<file path="src/rtl/regfile_port_arbiter.sv">
// regfile_port_arbiter: shares a single-port 16x8 register unit between two
// requesters. It runs one transaction at a time through IDLE -> ISSUE ->
// (CAPT) -> ACK. It sequences the unit's load/store strobes, captures read
// data and returns a one-cycle ack to the requester that owns the transaction.
// Optional feature: define RR_ARB_EN for round-robin tie breaking. Without it,
// requester 0 has fixed priority.
module regfile_port_arbiter #(
    parameter int unsigned DATA_W = 8,
    parameter int unsigned ADDR_W = 4
) (
    input  logic              clock,
    input  logic              reset,
    input  logic              req0,
    input  logic              req1,
    input  logic              we0,
    input  logic              we1,
    input  logic [ADDR_W-1:0] addr0,
    input  logic [ADDR_W-1:0] addr1,
    input  logic [DATA_W-1:0] wdata0,
    input  logic [DATA_W-1:0] wdata1,
    output logic              ack0,
    output logic              ack1,
    output logic [DATA_W-1:0] rdata0,
    output logic [DATA_W-1:0] rdata1,
    output logic              busy,
    output logic              rf_load,
    output logic              rf_store,
    output logic [ADDR_W-1:0] rf_load_addr,
    output logic [ADDR_W-1:0] rf_store_addr,
    output logic [DATA_W-1:0] rf_data_in,
    input  logic [DATA_W-1:0] rf_data_out
);

    typedef enum logic [1:0] {
        IDLE  = 2'd0,
        ISSUE = 2'd1,
        CAPT  = 2'd2,
        ACK   = 2'd3
    } state_t;

    state_t              state_q;
    logic                owner_q;
    logic                we_q;
    logic                ack0_q;
    logic                ack1_q;
    logic [DATA_W-1:0]   rdata0_q;
    logic [DATA_W-1:0]   rdata1_q;
    logic                busy_q;
    logic                rf_load_q;
    logic                rf_store_q;
    logic [ADDR_W-1:0]   rf_load_addr_q;
    logic [ADDR_W-1:0]   rf_store_addr_q;
    logic [DATA_W-1:0]   rf_data_in_q;
`ifdef RR_ARB_EN
    logic                last_grant_q;
`endif

    logic                grant_d;
    logic                we_d;
    logic [ADDR_W-1:0]   addr_d;
    logic [DATA_W-1:0]   wdata_d;

    // Pick the winner among the pending requests seen in IDLE.
    always_comb begin
        grant_d = 1'b0;
`ifdef RR_ARB_EN
        if (req0 && req1) begin
            grant_d = ~last_grant_q;
        end else begin
            grant_d = req1;
        end
`else
        grant_d = ~req0;
`endif
    end

    // Select the winning requester's command fields.
    always_comb begin
        we_d    = grant_d ? we1    : we0;
        addr_d  = grant_d ? addr1  : addr0;
        wdata_d = grant_d ? wdata1 : wdata0;
    end

    // Transaction sequencer. Every output is loaded here for the state being entered.
    always_ff @(posedge clock or negedge reset) begin
        if (!reset) begin
            state_q         <= IDLE;
            owner_q         <= 1'b0;
            we_q            <= 1'b0;
            ack0_q          <= 1'b0;
            ack1_q          <= 1'b0;
            rdata0_q        <= '0;
            rdata1_q        <= '0;
            busy_q          <= 1'b0;
            rf_load_q       <= 1'b0;
            rf_store_q      <= 1'b0;
            rf_load_addr_q  <= '0;
            rf_store_addr_q <= '0;
            rf_data_in_q    <= '0;
`ifdef RR_ARB_EN
            last_grant_q    <= 1'b1;
`endif
        end else begin
            ack0_q     <= 1'b0;
            ack1_q     <= 1'b0;
            rf_load_q  <= 1'b0;
            rf_store_q <= 1'b0;
            case (state_q)
                IDLE: begin
                    if (req0 || req1) begin
                        owner_q <= grant_d;
                        we_q    <= we_d;
                        busy_q  <= 1'b1;
                        state_q <= ISSUE;
                        if (we_d) begin
                            rf_store_q      <= 1'b1;
                            rf_store_addr_q <= addr_d;
                            rf_data_in_q    <= wdata_d;
                        end else begin
                            rf_load_q       <= 1'b1;
                            rf_load_addr_q  <= addr_d;
                        end
                    end
                end
                ISSUE: begin
                    if (we_q) begin
                        ack0_q  <= ~owner_q;
                        ack1_q  <= owner_q;
                        state_q <= ACK;
                    end else begin
                        state_q <= CAPT;
                    end
                end
                CAPT: begin
                    if (owner_q) begin
                        rdata1_q <= rf_data_out;
                    end else begin
                        rdata0_q <= rf_data_out;
                    end
                    ack0_q  <= ~owner_q;
                    ack1_q  <= owner_q;
                    state_q <= ACK;
                end
                ACK: begin
                    busy_q  <= 1'b0;
                    state_q <= IDLE;
`ifdef RR_ARB_EN
                    last_grant_q <= owner_q;
`endif
                end
                default: begin
                    state_q <= IDLE;
                end
            endcase
        end
    end

    assign ack0          = ack0_q;
    assign ack1          = ack1_q;
    assign rdata0        = rdata0_q;
    assign rdata1        = rdata1_q;
    assign busy          = busy_q;
    assign rf_load       = rf_load_q;
    assign rf_store      = rf_store_q;
    assign rf_load_addr  = rf_load_addr_q;
    assign rf_store_addr = rf_store_addr_q;
    assign rf_data_in    = rf_data_in_q;

endmodule

</file>
<file path="config.mk">
export PLATFORM = sky130hd
export DESIGN_NAME = regfile_port_arbiter
export DESIGN_NICKNAME = d
export VERILOG_FILES = /design/src/rtl/regfile_port_arbiter.sv
export SDC_FILE = /design/constraint.sdc
export NUM_CORES = 1
export LEC_CHECK = 0
export ABC_CLOCK_PERIOD_IN_PS = 2550
export CAP_MARGIN = 15
export CORE_MARGIN = 2
export CORE_UTILIZATION = 42
export DETAILED_ROUTE_END_ITERATION = 7
export GPL_TIMING_DRIVEN = 0
export PLACE_DENSITY = 0.85
export SLEW_MARGIN = 20
export SYNTH_ARGS = -nofsm -noshare
export SYNTH_HDL_FRONTEND = slang
export SYNTH_SLANG_ARGS = --single-unit
</file>
<file path="constraint.sdc">
create_clock -name clock -period 2.55 [get_ports clock]
set_clock_uncertainty 0.1 [all_clocks]
set_input_delay 0.51 -clock clock [delete_from_list [all_inputs] [get_ports clock]]
set_output_delay 0.51 -clock clock [all_outputs]
set_load 0.05 [all_outputs]
</file>
==> summary.txt, run 1 <==
FMAX = 476 MHz
Ant diodes = 0
Int Pwr = 2.19 mW
Slew Viols, Final = 0
Design area = 0.00273 mm^2
Cell row count = 23
Worst slew margin = 63.3%
Nets = 245
Clock sink count = 41
Hold WC Path Type = in2async
CP Capture Type = output pin
Die area = 0.00483 mm^2
Clock power share = 13.4%
Critical path class = reg2out
Crit path launch = rf_load_addr[3]
Power share of the combinational group = 58.3%
Final worst slack = 0.451 ns
TritonCTS clock tree = done
DP Wirelength = 3.22 mm
CTS root buf = clkbuf_8
Outcome = finished, final reports clean
Post-Syn Area = 0.00180 mm^2
Post-DP Area = 0.00261 mm^2
Number of hold buffers added after cts = 0
Final antenna-violating net count = 0
Synth Net Count = 164
Critical Path RT = 1.94 ns
Gate Count Post-Synth = 121
R2r startpoint = state_q[0]
CTS max path bufs = 2
Initial antenna violation count = 0
WL/cell = 16.6 um
Wirelength, routed = 4.20 mm
Vias in the first global route = 1505
CP Data Arrival Time = 1.49 ns
FF+latch count, synth = 41
Crit path launch type = flip-flop
First-pass GRT wire length = 7.18 mm
Die Y = 69.5 um
Max stage delay on crit path = 0.83 ns
Pwr Density = 1490 mW/mm^2
Vias per inst = 5.04
Die W = 69.5 um
Seq/Total Area, Yosys = 56.9%
Clock Pin Slew Worst Setup and Hold Paths = 0.08 ns
DRT Pass-1 Iters = 4
Largest net degree at the start of global routing = 30
Vias = 1275
Critical Path Slowest Stage Cell = clkdlybuf4s50_1
Setup bufs post-CTS = 0
Area Growth Syn to Fin = 51.5%
P_sw = 1.87 mW
Drt drc = 0
VDD IR-drop max = 0.973 mV
Largest area contributor in the synthesized netlist = dfrtp_1
Least-Margin Pin Slew = 0.549 ns
CP Buf/Inv Count = 1
Crit path time final = 2.10 ns
Core Area = 0.00406 mm^2
Crit-path leading delay family = buffers and inverters
Cts bufs inserted = 5
Leak = 1.15 nW
Reg2reg setup slack = 0.58 ns
Grt total ovfl = 0
Hold Vio Cnt, Final = 0
Clk_lat worst skew = 0.29 ns
Initial core utilization = 44.4%
Pre-CTS setup slack = 0.410 ns
Final setup viols = 0
Total I/O pin count = 75
Post-cts sizing count = 0
Initial drt markers = 39
Post-synth top area share = 56.9%
RSZ-0062 raised after global routing = no
Fillcell total = 275
Ranking of synthesized cells by area = dfrtp_1 (57%), mux2_2 (27%), ha_1 (3.5%)
Worst Path Max Fanout = 2
PortBufs = 73
GRT Overall Usage = 19.5%
Cell Chain, Critical Path = clkdlybuf4s50_1
Sequential power share = 28.3%
Tcrit/Tclk final = 82.3%
Fraction of layout cells with a size suffix above 1 = 31.0%
Syn avg cell area = 14.9 um^2
Hold_ws = 0.00212 ns
Netlist cell types = 22
Routability Congestion = 0.744
Sw Ratio = 46.1%
H-tree depth = 2
Max-cap violations = 0
Warning count from the yosys run = 0
## per-stage QoR
stage	TNS, ns	cells	power, mW	util [%]
after global routing	0	253	4.27	67.3
after detailed placement	0	245	3.54	64.3
after floorplan	0	121	2.71	-
after CTS	0	253	4.10	67.3
final	0	253	4.06	67.3
after global placement	-1.09	244	3.45	64.0
## cell usage after synthesis (all sizes together)
cell type,instances
mux2,44
dfrtp,41
ha,5
o21ai,5
buf,4
inv,4
nand2,4
a22oi,2
nor2,2
a21oi,1
and2,1
nand2b,1
nand3,1
nand3b,1
nor2b,1
nor3,1
o2bb2ai,1
o31ai,1
or3b,1
## area by class of cell
type,instances,area [um^2],area share [%]
plain buffers,4,38.8,1.42
clock buffers,6,82.6,3.02
clock inverters,2,37.5,1.37
inverters,4,15.0,0.550
multi-input cells,72,722,26.4
flip-flops and latches,41,1030,37.6
well taps,50,62.6,2.29
repair buffers,74,746,27.3
## cells in the final DEF (no fill, tap or decap), drive strengths merged
master	count
o21ai	5
nor2	2
clkinvlp	1
nand2	4
a21oi	1
buf	6
a22oi	2
nand2b	1
o31ai	1
nor2b	1
ha	5
bufinv	1
inv	4
nand3	1
dfrtp	41
and2	1
mux2	44
nor3	1
nand3b	1
or3b	1
clkbuf	6
clkdlybuf4s50	72
o2bb2ai	1
## per-layer routing
layer / part of all wire [%] / track usage [%]
met3: 8.5 / 8.43
met5: 0 / 0
met1: 38 / 21.0
met4: 3.2 / 10.5
met2: 51 / 32.4
## flip-flops by register name, summed over array words and instances (netlist names), 2 cells and up
register / flops
rf_store_addr: 4
rdata0: 8
rdata1: 8
rf_load_addr: 4
state_q: 2
rf_data_in: 8
## path summary, 6_finish.rpt
check                                       end  cells past startpoint
max in group asynchronous            state_q[0]                      2
worst min-delay path                  rdata0[4]                      1
worst max-delay path            rf_load_addr[3]                      1
worst min register to register             ack0                      1
worst max register to register    rf_data_in[7]                      6
min in group clock                         ack0                      1
## power groups by stage
stage	Clock, mW	Combinational [mW]	Sequential [mW]
2_1_floorplan	0	0.548	2.16
6_report	0.545	2.37	1.15
3_5_place_dp	0	2.38	1.16
4_1_cts	0.563	2.39	1.15
5_1_grt	0.596	2.48	1.20
3_3_place_gp	0	2.32	1.13
## kinds of logic after synthesis
group,after synthesis,synth area share [%]
flops,41,56.9
mux,44,27.5
fa+ha+maj,5,3.47
compound gates,10,4.79
buf+inv,8,2.99
simple gates,13,4.31
Power figures use the tool's default switching activity.
==> inputs of run 2 (changes only) <==
ABC_CLOCK_PERIOD_IN_PS = 1930   (was 2550)
CORE_UTILIZATION = 38   (was 42)
PLACE_DENSITY = 0.81   (was 0.85)
clock period = 1.93 ns   (was 2.55 ns; I/O delays follow)
==> run 2 against run 1 <==
Net effect:
- combinational power rose by 23%
- power rose by 22%
- largest cell class unchanged
- sequential power rose by 29%
- cell count rose by 1.6%
- register-to-register slack got worse by 0.46 ns
==> summary.txt, run 2 (synthesis results as in run 1) <==
Least-Margin Pin Slew = 0.515 ns
Die Y = 72.9 um
Initial drt markers = 46
Finished Core Util = 58.5%
Setup bufs post-CTS = 0
Pwr Density = 1810 mW/mm^2
Int Pwr = 2.57 mW
Clock sink count = 41
Vias = 1222
P_sw = 2.38 mW
WHS Path Cells = 2
FMAX = 552 MHz
Die area = 0.00531 mm^2
Power share of the combinational group = 58.8%
CTS root buf = clkbuf_8
Hold Vio Cnt, Final = 0
H-tree depth = 2
Busiest grt layer = met2
Core Area = 0.00466 mm^2
Post-route insts no fill = 257
Die W = 72.9 um
Clock power share = 11.3%
CP Data Arrival Time = 1.88 ns
GRT Overall Usage = 15.5%
DP Wirelength = 2.91 mm
Final setup viols = 0
Sw Ratio = 48.1%
DRT Pass-1 Iters = 5
CP Capture Type = flip-flop
Initial core utilization = 38.7%
PortBufs = 73
CP Buf/Inv Count = 2
Slew Viols, Final = 0
Max-cap violations = 0
Nets = 246
Drt drc = 0
Clock Pin Slew Worst Setup and Hold Paths = 0.07 ns
Ant diodes = 0
VDD IR-drop max = 0.854 mV
Met2 Use GR = 27.3%
Dpl cells = 249
Total I/O pin count = 75
Hold WC Path Type = in2reg
Crit path time final = 1.81 ns
Clk_lat worst skew = 0.28 ns
Worst Path Max Fanout = 10
Crit-path leading delay family = flip-flops
Grt met1 use = 18.9%
Total power = 4.94 mW
Routability Congestion = 0.705
Critical Path RT = 1.99 ns
Area Growth Syn to Fin = 51.3%
Fillcell total = 388
Cts bufs inserted = 5
Sequential power share = 29.9%
CTS max path bufs = 2
Cell Chain, Critical Path = inv_1, ha_4, nand2_2, o21ai_4, buf_6, mux2_2
Crit path launch type = flip-flop
Fraction of layout cells with a size suffix above 1 = 31.0%
Critical path class = reg2reg
Outcome = finished, final reports clean
Critical path depth = 6
Largest net degree at the start of global routing = 23
First-pass GRT wire length = 6.27 mm
Tcrit/Tclk final = 93.9%
Reg2reg setup slack = 0.12 ns
Worst slew margin = 65.6%
Reg2reg path depth = 6
Routing usage on met3 = 3.31%
Critical Path Slowest Stage Cell = dfrtp_1
Leak = 1.32 nW
Setup TNS = 0 ns
Cell row count = 25
Commonest non-fill, non-tap cell in the layout = mux2_2
Wirelength, routed = 3.84 mm
RSZ-0062 raised after global routing = no
Vias per inst = 4.75
WL/cell = 14.9 um
Most frequent cells in the layout = mux2_2 (44), dfrtp_1 (41), clkdlybuf4s50_1 (35)
Initial antenna violation count = 0
Vias in the first global route = 1328
Max stage delay on crit path = 0.42 ns
TritonCTS clock tree = done
Grt total ovfl = 0
Final antenna-violating net count = 0
## run 2: area by class of cell
cell class                      instances  area, um^2  area share (%)
Buffer                                  4        38.8            1.42
Timing Repair Buffer                   75         758            27.8
Clock buffer                            7        86.3            3.17
Multi-Input combinational cell         72         734            26.9
Tap cell                               54        67.6            2.48
Inverter                                4        15.0           0.551
Sequential cell                        41        1030            37.6
## run 2: power by group through the flow
stage | Clock, mW | Combinational [mW] | Sequential [mW]
2_1_floorplan | 0 | 0.724 | 2.85
3_3_place_gp | 0 | 3.07 | 1.50
3_5_place_dp | 0 | 3.10 | 1.52
4_1_cts | 0.578 | 2.93 | 1.49
5_1_grt | 0.617 | 3.06 | 1.54
6_report | 0.557 | 2.91 | 1.48
## run 2: worst register-to-register path: stages (launching register included)
cell     delay [ns]
dfrtp_1        0.42
inv_1          0.16
ha_4           0.19
nand2_2        0.10
o21ai_4        0.20
buf_6          0.18
mux2_2         0.34
## run 2: timing repair
item / in CTS / in global routing
pin swaps: 0 / 1
endpoints found under the hold margin: 19 / 0
setup endpoints to repair: 39 / 24
resized for setup: 28 / 12
hold buffers: 1 / 0
## run 2: layer usage
layer  vias up  share of wire, %
li1        584                 -
met5         -                 0
met3         5               3.0
met2        29                54
met1       604                41
met4         0               1.3
## run 2: per-stage QoR
| step | hold WS [ns] | worst slack [ns] | area (um^2) |
|---|---|---|---|
| floorplan | -0.00959 | 0.170 | 1800 |
| global placement | 0.373 | -0.689 | 2600 |
| detailed placement | 0.281 | -0.101 | 2620 |
| CTS | 0.292 | 0.00123 | 2690 |
| global route | 0.302 | 0.00645 | 2730 |
| finish | 0.302 | 0.118 | 2730 |
## run 2: final timing paths
kind,start,end
max,state_q[1],rf_data_in[5]
min,req0,rf_load
max reg2reg,state_q[1],rf_data_in[5]
min reg2reg,owner_q,ack0
max in group asynchronous,reset,rf_data_in[5]
min in group asynchronous,reset,rdata0[7]
==> inputs of run 3 (changes only) <==
CELL_PAD_IN_SITES_DETAIL_PLACEMENT = 1   (was unset)
CELL_PAD_IN_SITES_GLOBAL_PLACEMENT = 1   (was unset)
CORE_UTILIZATION = 30   (was 38)
PLACE_DENSITY = 0.82   (was 0.81)
==> run 3 against run 2 <==
Net effect:
- critical path depth stayed put
- first-iteration DRC count is 22% lower
- via count is 3.7% higher
- count of clock-buffer cells in the layout is 2 lower
- cell area hardly changed
- worst setup slack worse by 0.0057 ns
- power is 0.64% higher
- utilization is 12 points lower
- non-clock buffer count is 2 higher
- largest power group unchanged
==> summary.txt, run 3 (synthesis results as in run 1) <==
Outcome = finished, final reports clean
R2r startpoint = state_q[0]
WHS Path Cells = 3
Leak = 1.27 nW
CTS max path bufs = 2
Routability Congestion = 0.703
PortBufs = 73
Met2 wire length = 2.51 mm
Crit path launch type = flip-flop
Clock sink count = 41
Slew Viols, Final = 0
CTS root buf = clkbuf_8
Post-DP Area = 0.00265 mm^2
H-tree depth = 2
Final antenna-violating net count = 0
Area Growth Syn to Fin = 51.5%
Reg2reg setup slack = 0.11 ns
FMAX = 550 MHz
Die area = 0.00664 mm^2
CP Capture Type = flip-flop
Hold_ws = 0.391 ns
Max-cap violations = 0
Routed wl met3 = 152 um
Initial core utilization = 30.8%
Vias in the first global route = 1340
Worst Path Max Fanout = 6
Design area = 0.00273 mm^2
Cell row count = 28
Pwr Density = 1820 mW/mm^2
Least-Margin Pin Slew = 0.542 ns
Finished Core Util = 46.6%
Nets = 248
RSZ-0062 raised after global routing = no
Initial drt markers = 36
Initial antenna violation count = 0
Hold WC Path Type = in2reg
Largest net degree at the start of global routing = 22
Clk_lat worst skew = 0.29 ns
WL/cell = 16.9 um
VDD IR-drop max = 0.824 mV
Worst slew margin = 63.9%
GRT Overall Usage = 14.6%
Ant diodes = 0
Critical Path RT = 2.01 ns
Drt drc = 0
Fraction of layout cells with a size suffix above 1 = 32.4%
Tcrit/Tclk final = 94.2%
Fillcell total = 619
R2R Path End = rf_load_addr[0]
DRT Pass-1 Iters = 3
Die W = 81.5 um
Die Y = 81.5 um
Hold endpoint = rf_load
HP Start = req0
Total I/O pin count = 75
WL met1 = 1.98 mm
Most frequent cells in the layout = mux2_2 (44), dfrtp_1 (41), clkdlybuf4s50_1 (35)
Total power = 4.98 mW
CP Data Arrival Time = 1.90 ns
TritonCTS clock tree = done
Critical path class = reg2reg
Grt total ovfl = 0
Wirelength, routed = 4.70 mm
First-pass GRT wire length = 7.12 mm
Hold Vio Cnt, Final = 0
Crit path time final = 1.82 ns
Vias per inst = 4.54
Commonest non-fill, non-tap cell in the layout = mux2_2
Vias = 1267
DP Wirelength = 3.57 mm
Final setup viols = 0
Reg2reg path depth = 6
Clock Pin Slew Worst Setup and Hold Paths = 0.07 ns
Top sig layer = met4
Core Area = 0.00585 mm^2
Cts bufs inserted = 5
[run 3: cell types whose count changed in the layout (fill, tap and decap cells not counted), sizes merged]
| cell | previous run | this run |
|---|---|---|
| buf | 6 | 8 |
| clkbuf | 7 | 5 |
| clkinv | 0 | 1 |
| dlygate4sd2 | 26 | 33 |
| dlymetal6s2s | 11 | 4 |
[run 3: power by group]
| part | switching [mW] | total, mW | internal (mW) |
|---|---|---|---|
| clock | 0.284 | 0.522 | 0.238 |
| combinational | 1.98 | 2.95 | 0.967 |
| sequential | 0.218 | 1.51 | 1.29 |
[run 3: cell type report]
class	count	area [um^2]	area share (%)
Inverter	4	15.0	0.550
Clock inverter	1	5.00	0.183
Sequential cell	41	1030	37.6
Multi-Input combinational cell	72	734	26.9
Buffer	4	38.8	1.42
Tap cell	75	93.8	3.44
Timing Repair Buffer	77	747	27.4
Clock buffer	5	68.8	2.52
[run 3: how the worst max path moves through the flow]
stage | to | depth (start not counted) | from | slack (ns)
2_1_floorplan | rf_data_in[3] | 6 | state_q[0] | 0.17
3_3_place_gp | rf_data_in[5] | 1 | reset | -0.69
3_5_place_dp | rf_data_in[7] | 5 | req1 | -0.1
4_1_cts | rf_load | 1 | rf_load | 0.004
5_1_grt | rf_load_addr[0] | 6 | state_q[1] | 0.04
6_report | rf_load_addr[0] | 6 | state_q[0] | 0.11
[run 3: through the flow]
step	worst slack, ns	setup TNS, ns	cells
finish	0.112	0	279
global route	0.0382	0	279
CTS	0.00414	0	277
detailed placement	-0.0966	-1.07	270
global placement	-0.691	-29.33	269
floorplan	0.170	0	121
[run 3: layer usage]
| layer | up-vias | GRT usage [%] |
|---|---|---|
| met1 | 648 | 19.5 |
| met4 | 0 | 4.58 |
| met3 | 7 | 3.19 |
| met2 | 23 | 23.5 |
| li1 | 589 | - |
| met5 | - | 0 |
[run 3: timing repair]
action                                  4_1_cts  5_1_grt
hold endpoints to repair                     20        0
resized for setup                            34        7
gates cloned                                  0        0
pin swaps                                     1        2
hold buffers                                  1        0
endpoints found under the setup margin       46       17
buffers inserted                              0        2
[run 3: worst max-delay path: stages, from the launching register on]
cell and delay (ns):
dfrtp_1 0.42, inv_2 0.13, ha_4 0.18, nand2_2 0.11, o31ai_4 0.24, buf_4 0.18, mux2_2 0.34
